$ cat config.mk
export PLATFORM = sky130hd
export DESIGN_NAME = eth_tx_frame_arb
export DESIGN_NICKNAME = d
export VERILOG_FILES = /design/src/rtl/eth_tx_frame_arb.sv
export SDC_FILE = /design/constraint.sdc
export NUM_CORES = 1
export LEC_CHECK = 0
export ABC_CLOCK_PERIOD_IN_PS = 2950
export CAP_MARGIN = 20
export CORE_AREA = 4 4 158 160
export DETAILED_ROUTE_END_ITERATION = 16
export DIE_AREA = 0 0 162 164
export PLACE_DENSITY = 0.57
export SETUP_SLACK_MARGIN = 0.2
export SYNTH_ARGS = -nofsm -noshare
export SYNTH_HDL_FRONTEND = slang
export SYNTH_SLANG_ARGS = --single-unit
export TNS_END_PERCENT = 30
$ cat constraint.sdc
create_clock -name clk -period 2.95 [get_ports clk]
set_input_delay 0.885 -clock clk [delete_from_list [all_inputs] [get_ports clk]]
set_output_delay 0.885 -clock clk [all_outputs]
set_load 0.02 [all_outputs]
$ cat src/rtl/eth_tx_frame_arb.sv
// Two-source, frame-granular round-robin arbiter for an Ethernet header +
// payload AXI stream. A grant covers one whole frame, from the header
// handshake through the payload tlast beat, so payload never interleaves.
// Granted frames are counted per source, and the current grant is exposed.
module eth_tx_frame_arb #(
    parameter int DATA_WIDTH  = 8,
    parameter int COUNT_WIDTH = 16
) (
    input  logic                   clk,
    input  logic                   rst,

    input  logic                   s0_eth_hdr_valid,
    output logic                   s0_eth_hdr_ready,
    input  logic [47:0]            s0_eth_dest_mac,
    input  logic [47:0]            s0_eth_src_mac,
    input  logic [15:0]            s0_eth_type,
    input  logic [DATA_WIDTH-1:0]  s0_eth_payload_axis_tdata,
    input  logic                   s0_eth_payload_axis_tvalid,
    output logic                   s0_eth_payload_axis_tready,
    input  logic                   s0_eth_payload_axis_tlast,
    input  logic                   s0_eth_payload_axis_tuser,

    input  logic                   s1_eth_hdr_valid,
    output logic                   s1_eth_hdr_ready,
    input  logic [47:0]            s1_eth_dest_mac,
    input  logic [47:0]            s1_eth_src_mac,
    input  logic [15:0]            s1_eth_type,
    input  logic [DATA_WIDTH-1:0]  s1_eth_payload_axis_tdata,
    input  logic                   s1_eth_payload_axis_tvalid,
    output logic                   s1_eth_payload_axis_tready,
    input  logic                   s1_eth_payload_axis_tlast,
    input  logic                   s1_eth_payload_axis_tuser,

    output logic                   m_eth_hdr_valid,
    input  logic                   m_eth_hdr_ready,
    output logic [47:0]            m_eth_dest_mac,
    output logic [47:0]            m_eth_src_mac,
    output logic [15:0]            m_eth_type,
    output logic [DATA_WIDTH-1:0]  m_eth_payload_axis_tdata,
    output logic                   m_eth_payload_axis_tvalid,
    input  logic                   m_eth_payload_axis_tready,
    output logic                   m_eth_payload_axis_tlast,
    output logic                   m_eth_payload_axis_tuser,

    output logic                   grant,
    output logic                   busy,
    output logic [COUNT_WIDTH-1:0] frame_count0,
    output logic [COUNT_WIDTH-1:0] frame_count1
);

    typedef enum logic [1:0] {IDLE, HDR, PAYLOAD} state_t;

    state_t state;
    state_t state_next;
    logic   grant_next;
    logic   last_grant;
    logic   frame_done;

    assign busy = (state != IDLE);

    // State register.
    always_ff @(posedge clk) begin
        if (rst) begin
            state <= IDLE;
        end else begin
            state <= state_next;
        end
    end

    // Grant, round-robin history and per-source frame counters.
    always_ff @(posedge clk) begin
        if (rst) begin
            grant        <= 1'b0;
            last_grant   <= 1'b1;
            frame_count0 <= '0;
            frame_count1 <= '0;
        end else begin
            grant <= grant_next;
            if (frame_done) begin
                last_grant <= grant;
                if (grant) begin
                    frame_count1 <= frame_count1 + COUNT_WIDTH'(1);
                end else begin
                    frame_count0 <= frame_count0 + COUNT_WIDTH'(1);
                end
            end
        end
    end

    // Next-state, arbitration and the combinational header/payload muxes.
    always_comb begin
        state_next                 = state;
        grant_next                 = grant;
        frame_done                 = 1'b0;
        s0_eth_hdr_ready           = 1'b0;
        s1_eth_hdr_ready           = 1'b0;
        s0_eth_payload_axis_tready = 1'b0;
        s1_eth_payload_axis_tready = 1'b0;
        m_eth_hdr_valid            = 1'b0;
        m_eth_payload_axis_tvalid  = 1'b0;
        m_eth_dest_mac             = grant ? s1_eth_dest_mac : s0_eth_dest_mac;
        m_eth_src_mac              = grant ? s1_eth_src_mac : s0_eth_src_mac;
        m_eth_type                 = grant ? s1_eth_type : s0_eth_type;
        m_eth_payload_axis_tdata   = grant ? s1_eth_payload_axis_tdata : s0_eth_payload_axis_tdata;
        m_eth_payload_axis_tlast   = grant ? s1_eth_payload_axis_tlast : s0_eth_payload_axis_tlast;
        m_eth_payload_axis_tuser   = grant ? s1_eth_payload_axis_tuser : s0_eth_payload_axis_tuser;

        unique case (state)
            IDLE: begin
                if (s0_eth_hdr_valid || s1_eth_hdr_valid) begin
                    state_next = HDR;
                    if (s0_eth_hdr_valid && s1_eth_hdr_valid) begin
                        grant_next = ~last_grant;
                    end else begin
                        grant_next = s1_eth_hdr_valid;
                    end
                end
            end
            HDR: begin
                m_eth_hdr_valid = grant ? s1_eth_hdr_valid : s0_eth_hdr_valid;
                if (grant) begin
                    s1_eth_hdr_ready = m_eth_hdr_ready;
                end else begin
                    s0_eth_hdr_ready = m_eth_hdr_ready;
                end
                if (m_eth_hdr_valid && m_eth_hdr_ready) begin
                    state_next = PAYLOAD;
                end
            end
            PAYLOAD: begin
                m_eth_payload_axis_tvalid = grant ? s1_eth_payload_axis_tvalid
                                                  : s0_eth_payload_axis_tvalid;
                if (grant) begin
                    s1_eth_payload_axis_tready = m_eth_payload_axis_tready;
                end else begin
                    s0_eth_payload_axis_tready = m_eth_payload_axis_tready;
                end
                if (m_eth_payload_axis_tvalid && m_eth_payload_axis_tready &&
                    m_eth_payload_axis_tlast) begin
                    frame_done = 1'b1;
                    state_next = IDLE;
                end
            end
            default: state_next = IDLE;
        endcase

        // Synchronous reset still silences every handshake in the reset cycle.
        if (rst) begin
            s0_eth_hdr_ready           = 1'b0;
            s1_eth_hdr_ready           = 1'b0;
            s0_eth_payload_axis_tready = 1'b0;
            s1_eth_payload_axis_tready = 1'b0;
            m_eth_hdr_valid            = 1'b0;
            m_eth_payload_axis_tvalid  = 1'b0;
            frame_done                 = 1'b0;
        end
    end

endmodule

Word-level counts from Yosys, hierarchy flattened
Index checks and enable logic that the tools add are counted.
Word-level totals
  input port bits: 252
  word-level logic and storage cells: 57
  register bits: 36
Operators by class
  eq/ne operators: 5
  add/subtract/negate cells: 2
  reduce and logical (&&, ||, !) cells: 11
  bitwise gates (word level): 2
  mux-type cells: 32
Operators by type and width (count)
  $mux W48: 2
  $add A16 B1 Y16 const B: 2
  $mux W1: 24
  $mux W16: 1
  $mux W8: 1
  $mux W2: 3
  $ne A2 B2 Y1 const B: 3
  $pmux W2 S3: 1
  $reduce_and A2 Y1: 3
  $logic_and A1 B1 Y1: 4
  $reduce_and A3 Y1: 1
  $eq A2 B1 Y1 const B: 1
  $eq A2 B2 Y1 const B: 1
  $logic_not A2 Y1: 1
  $not A1 Y1: 2
  $reduce_bool A2 Y1: 1
  $logic_or A1 B1 Y1: 1

Depth between registers and ports, before layout
Gate-level depths: netlist (run 1).
  depth in word-level cells: 7
  depth in mapped cells: 6

Least setup slack after synthesis (run 1)
Ideal clock, no wire load.
  kind: register to output
  start point: reg grant
  end point: out m_eth_payload_axis_tvalid
  setup slack: 0.274 ns
  data arrival time: 1.791 ns
  stages on the path, launching flop included: 5
  path buffers: 2
  cell sequence: dfxtp_1 > buf_1 > clkbuf_1 > mux2i_1 > nor3_1
On the way
  cells in the longest elaborated chain, start to end: 3
RTL lines
  from (decl): line 45  | output logic grant,
  from (signal assigned): line 78  | grant <= grant_next;
  $mux W1: line 131  | m_eth_payload_axis_tvalid = grant ? s1_eth_payload_axis_tvalid
  $mux W1: line 108  | unique case (state)
  $mux W1: line 148  | if (rst) begin
  to (decl): line 40  | output logic m_eth_payload_axis_tvalid,
Every way passes these cells.

Worst setup path in the final report (run 1)
  start point: in s1_eth_payload_axis_tdata[0]
  end point: out m_eth_payload_axis_tdata[0]
On the way
  cells in the longest elaborated chain, start to end: 1
RTL lines
  from (decl): line 28  | input logic [DATA_WIDTH-1:0] s1_eth_payload_axis_tdata,
  $mux W8: line 104  | m_eth_payload_axis_tdata = grant ? s1_eth_payload_axis_tdata : s0_eth_payload_axis_tdata;
  to (decl): line 39  | output logic [DATA_WIDTH-1:0] m_eth_payload_axis_tdata,
Every way passes these cells.

==> results.json, run 1 <==
{
  "outcome": "completed",
  "period_minus_slack_ps": 2760,
  "vias_per_cell": 4.03,
  "ir_worst_vdd_uv": 203,
  "post-route-cell-area_mm2": 0.00791,
  "ys_ff_latch": 36,
  "die_area_mm2": 0.0266,
  "drt_first_pass_iters": 4,
  "use_met3": 0.0881,
  "ios": 414,
  "clk_latency_ps": 270,
  "rows": 56,
  "clock_path_buffers": 2,
  "fp.dieH_um": 164,
  "cp.arrival_ps": 1880,
  "die-width_um": 162,
  "slew_viol_final": 0,
  "syn_inst": 343,
  "routed_wl_um": 24000,
  "grt_pass1_vias": 4584,
  "worstPathCellList": "clkdlybuf4s50_1, mux2_2, clkdlybuf4s15_2",
  "antenna_found_initial": 12,
  "track_usage": 0.164,
  "coreArea_mm2": 0.0234,
  "finalWorstSetupSlack_ps": 187,
  "drive_above_1_share": 0.349,
  "fin_util": 0.338,
  "cts.sinks": 36,
  "drc": 0,
  "maxCapViolCount": 0,
  "skew_ps": 5.65,
  "drtIter0Drc": 146,
  "crit_slowest_cell": "clkdlybuf4s50_1",
  "nFillCells": 2471,
  "final_cell_mix": "clkdlybuf4s50_1, mux2_2, clkdlybuf4s15_2, buf_4, dfxtp_1",
  "p_per_area_mw_per_mm2": 273,
  "start_kind": "input port",
  "final-seq-area_um2": 724,
  "r2r_slack_ps": 680,
  "mappedNetlistArea_mm2": 0.00317,
  "yosysTopAreaCell": "mux2_2",
  "multi_input_area_mm2": 0.00235,
  "layout_commonest_cell": "clkdlybuf4s50_1",
  "synth_nets": 597,
  "portBuffers": 413,
  "min_delay_path_depth": 2,
  "gp_congestion": 0.810,
  "initial_core_util": 0.135,
  "finalCritPeriodShare": 0.937,
  "power_mw": 2.16,
  "crit_type": "in2out",
  "required_ps": 2070,
  "leakage_nw": 2.89,
  "hold_viol_final": 0,
  "busiest_layer": "met2",
  "final_cell_count_no_fill": 1086,
  "synth_top_area_frac": 0.437,
  "grt_pass1_wl_um": 31800,
  "syn-mean-instance-area_um2": 9.23,
  "rsz0062_at_grt": "yes",
  "timing.rr.start": "state[0]$_SDFFE_PP0P_",
  "cts_buffers": 5,
  "max_freq_mhz": 362,
  "place_inst": 1072,
  "hold-path-endpoint": "frame_count0[10]$_SDFFE_PP0P_",
  "ff2ff_path_depth": 5,
  "maxSlewHeadroom": 0.739,
  "max_stage_delay_ps": 450,
  "dp_hpwl_um": 21100,
  "grt-ovfl-total": 0,
  "placed_area_mm2": 0.00773,
  "num_vias": 4373,
  "ant_nets": 0,
  "grt_max_degree": 36,
  "pre_cts_ws_ps": -606,
  "synth.area.top_cells": "mux2_2, dfxtp_1, nor2_1",
  "wl_per_cell_um": 22.1,
  "grtUsageMet2": 0.268,
  "hold_class": "reg2reg",
  "path_max_fanout": 1,
  "hp-start": "frame_count0[10]$_SDFFE_PP0P_",
  "synth.distinct_cells": 38,
  "path_clk_slew_ps": 60,
  "met1_usage": 0.199,
  "worst_slew_pin_slew_ps": 390,
  "root_buffer": "clkbuf_16",
  "area_growth_pct": 150,
  "setup_viol": 0,
  "cts_tree": "yes",
  "htreeDepth": 2,
  "fin_nets": 1015,
  "ys_seq_area_frac": 0.228,
  "reg2reg_to": "frame_count1[15]$_SDFFE_PP0P_",
  "yosysWarnings": 0,
  "end_kind": "output pin"
}
report_power, final:
part	internal (mW)	total [mW]	switching [mW]	leakage, nW
registers	0.489	0.500	0.0109	0.291
clock network	0.363	0.566	0.203	0.0780
logic	0.624	1.09	0.468	2.52
total	1.48	2.16	0.682	2.89
cell type report:
type | instances | area share
clock inverter | 2 | 0.00158
clock buffer | 6 | 0.0190
tap | 319 | 0.0504
timing repair buffer | 435 | 0.536
antenna | 5 | 0.00158
multi-input combinational | 277 | 0.297
inverter | 6 | 0.00285
sequential | 36 | 0.0916
routing by layer:
layer  wire length (um)  vias to the layer above
met1               9280                     2031
met5                 32                        -
li1                   -                     2110
met2              11400                      210
met4                120                        6
met3               3160                       16
worst max-delay path: cells and delay by family:
kind	cells	cell delay, ps
multiplexers	1	290
buffers and inverters	2	700
what timing repair did:
action / CTS / global route
setup buffers: 0 / 1
hold buffers: 0 / 0
endpoints found under the setup margin: 128 / 65
gates cloned: 0 / 0
pin swaps: 3 / 1
gates resized for setup: 303 / 16
cells in the mapped netlist:
cell / n
o32a_1: 1
o31a_1: 1
nand4b_1: 1
a31oi_1: 1
a21oi_1: 17
nand4bb_4: 1
o21ba_2: 1
mux2_2: 123
nand2_1: 11
clkbuf_1: 20
nand3b_1: 2
a32oi_1: 1
nand2b_1: 3
o21ai_0: 14
nor4bb_1: 1
or4_1: 4
buf_1: 2
nor4_1: 5
or3_1: 11
nand4_1: 8
and3b_1: 1
and2_1: 2
buf_6: 1
mux2i_1: 2
nor2_1: 24
buf_2: 1
nand3_1: 12
o31ai_1: 3
nor3b_1: 1
xnor2_1: 8
dfxtp_1: 36
and3_1: 3
and4_1: 3
xor2_1: 6
a21bo_2: 1
nor3_1: 3
ha_1: 2
inv_1: 6
state kept, by name (all words and copies together) (netlist names):
name	cells
frame_count1	16
grant	1
state	2
frame_count0	16
last_grant	1
worst max path at each step:
| stage | to | slack [ps] | cells after the start | from |
|---|---|---|---|---|
| floorplan | m_eth_payload_axis_tvalid | 270 | 4 | grant$_SDFFE_PP0P_ |
| global placement | s1_eth_hdr_ready | -570 | 5 | rst |
| detailed placement | s1_eth_hdr_ready | -610 | 5 | rst |
| CTS | m_eth_hdr_valid | 160 | 5 | grant$_SDFFE_PP0P_ |
| global route | m_eth_src_mac[7] | 180 | 3 | s1_eth_src_mac[7] |
| finish | m_eth_payload_axis_tdata[0] | 190 | 3 | s1_eth_payload_axis_tdata[0] |
kinds of logic (layout without fill, tap and decap cells):
| family | after synthesis | in the layout | synth area share |
|---|---|---|---|
| buffers and inverters | 30 | 449 | 0.0383 |
| adders and majority gates | 2 | 2 | 0.00790 |
| other | 0 | 5 | 0 |
| AOI/OAI and AO/OA | 40 | 40 | 0.0731 |
| muxes | 125 | 125 | 0.444 |
| and+or+nand+nor | 96 | 96 | 0.171 |
| DFF | 36 | 36 | 0.228 |
| xor gates and xnor gates | 14 | 14 | 0.0387 |
metrics by stage:
stage	TNS (ps)	hold WS [ps]
after CTS	0	509
final	0	503
after floorplan	0	471
after global placement	-12900	483
after detailed placement	-12810	498
after global routing	0	533
(Power assumes the default switching activity.)
==> run 2: changes to the inputs <==
--- a/config.mk
+++ b/config.mk
@@ -12,6 +12,7 @@
 export DIE_AREA = 0 0 162 164
 export PLACE_DENSITY = 0.57
 export SETUP_SLACK_MARGIN = 0.2
+export SLEW_MARGIN = 20
 export SYNTH_ARGS = -nofsm -noshare
 export SYNTH_HDL_FRONTEND = slang
 export SYNTH_SLANG_ARGS = --single-unit
==> results of run 2 <==
The final DEF is identical to that of run 1; final timing and power are the same.
==> run 3: changes to the inputs <==
--- a/config.mk
+++ b/config.mk
@@ -16,4 +16,3 @@
 export SYNTH_ARGS = -nofsm -noshare
 export SYNTH_HDL_FRONTEND = slang
 export SYNTH_SLANG_ARGS = --single-unit
-export TNS_END_PERCENT = 30
==> run 3 against run 2 <==
Global-route usage up 0.063 points; clock skew about the same; die area unchanged; sequential power down 0.8%; core utilization down 0.75 points; fmax up 0.85%; routed wire length about the same; combinational power about the same; critical endpoint is now m_eth_dest_mac[33].
==> results.json, run 3 (same netlist as run 1, synthesis figures left out) <==
{
  "skew_ps": 5.63,
  "grt-ovfl-total": 0,
  "maxCapViolCount": 0,
  "hold_viol_final": 0,
  "nFillCells": 2506,
  "max_stage_delay_ps": 410,
  "leakage_nw": 2.88,
  "drc": 0,
  "ir_worst_vdd_uv": 203,
  "drtIter0Drc": 152,
  "rsz0062_at_grt": "no",
  "die_area_mm2": 0.0266,
  "ctsHoldBuffers": 0,
  "ios": 414,
  "dp_hpwl_um": 21100,
  "grtUsageMet2": 0.269,
  "use_met3": 0.0883,
  "finalCritPeriodShare": 0.929,
  "initial_core_util": 0.135,
  "cts_buffers": 5,
  "coreArea_mm2": 0.0234,
  "area_growth_pct": 144,
  "p_per_area_mw_per_mm2": 276,
  "holdWs_ps": 509,
  "routed_wl_um": 24000,
  "period_minus_slack_ps": 2740,
  "clk_latency_ps": 270,
  "power_mw": 2.14,
  "grt_max_degree": 36,
  "num_vias": 4379,
  "required_ps": 2070,
  "root_buffer": "clkbuf_16",
  "clock_path_buffers": 2,
  "track_usage": 0.164,
  "final_cell_mix": "clkdlybuf4s50_1, mux2_2, buf_4, clkdlybuf4s15_2, dfxtp_1",
  "rows": 56,
  "drt_first_pass_iters": 4,
  "setup_viol": 0,
  "end_kind": "output pin",
  "start_kind": "input port",
  "ant_nets": 0,
  "wl_per_cell_um": 22.1,
  "max_freq_mhz": 365,
  "path_max_fanout": 1,
  "layout_commonest_cell": "clkdlybuf4s50_1",
  "cts_tree": "yes",
  "cp.arrival_ps": 1850,
  "met1_usage": 0.200,
  "worstPathCellList": "clkdlybuf4s50_1, mux2_2, clkdlybuf4s15_1",
  "top_regs": "frame_count0: 16 flops, frame_count1: 16 flops, state: 2 flops",
  "grt_pass1_vias": 4570,
  "antenna_found_initial": 12,
  "cts.sinks": 36,
  "die-width_um": 162,
  "htreeDepth": 2,
  "worst_slew_pin_slew_ps": 391,
  "fp.dieH_um": 164,
  "outcome": "completed",
  "drive_above_1_share": 0.377,
  "maxSlewHeadroom": 0.739,
  "grt_pass1_wl_um": 31900,
  "vias_per_cell": 4.02,
  "gp_congestion": 0.810,
  "busiest_layer": "met2",
  "slew_viol_final": 0,
  "hold_class": "reg2reg",
  "crit_type": "in2out",
  "portBuffers": 413,
  "fin_nets": 1017,
  "crit_slowest_cell": "clkdlybuf4s50_1",
  "path_clk_slew_ps": 50
}
-- run 3: changes by cell type in the layout (fill, tap and decap cells not counted), moves of 2 or more --
cell             previous run  this run
clkbuf_2                    8        27
buf_4                      43        46
clkdlybuf4s15_2            54        36
clkdlybuf4s15_1            22         7
dlygate4sd2_1               9         5
buf_8                       2         0
buf_2                      14        31
-- run 3: what timing repair did --
item,in CTS,in global routing
pin swaps,3,1
endpoints found under the hold margin,0,0
gates resized for setup,293,62
setup buffers,1,2
endpoints found under the setup margin,128,56
-- run 3: worst max-delay path, delay by kind of cell --
kind / cells / cell delay [ps]
muxes: 1 / 260
buffers and inverters: 2 / 700
-- run 3: area by class of cell --
cell class              count  area, um2  area share
repair buffers            437       4060       0.525
well taps                 319        399      0.0516
multi-input cells         277       2360       0.305
flip-flops and latches     36        724      0.0936
diodes                      5       12.5     0.00162
clock buffers               6        150      0.0194
inverters                   6       22.5     0.00291
clock inverters             2       12.5     0.00162
-- run 3: worst paths after layout --
| check | end | slack, ps | cells past startpoint | startpoint |
|---|---|---|---|---|
| max | m_eth_dest_mac[33] | 210 | 3 | s1_eth_dest_mac[33] |
| max reg2reg | frame_count1[12]$_SDFFE_PP0P_ | 740 | 7 | grant$_SDFFE_PP0P_ |
| min reg2reg | frame_count1[11]$_SDFFE_PP0P_ | 510 | 2 | frame_count1[11]$_SDFFE_PP0P_ |
| min | frame_count1[11]$_SDFFE_PP0P_ | 510 | 2 | frame_count1[11]$_SDFFE_PP0P_ |
-- run 3: layer usage --
| layer | up-vias | part of all wire |
|---|---|---|
| met5 | - | 0.0014 |
| met4 | 6 | 0.0051 |
| met3 | 16 | 0.14 |
| met2 | 207 | 0.48 |
| met1 | 2037 | 0.38 |
| li1 | 2113 | - |
-- run 3: stage by stage --
stage / util / cell area (um2) / setup TNS, ps / setup WS, ps / std cells
after global routing: 0.330 / 7730 / 0 / 200 / 1085
final: 0.331 / 7740 / 0 / 210 / 1088
after detailed placement: 0.331 / 7730 / -12810 / -606 / 1072
after global placement: 0.331 / 7730 / -12900 / -573 / 1072
after floorplan: - / 3170 / 0 / 274 / 343
after CTS: 0.338 / 7910 / 0 / 75.3 / 1081
-- run 3: power breakdown --
part           switching, mW  internal [mW]
registers            0.00658          0.489
clock network          0.202          0.363
logic                  0.472          0.604
total                  0.681           1.46
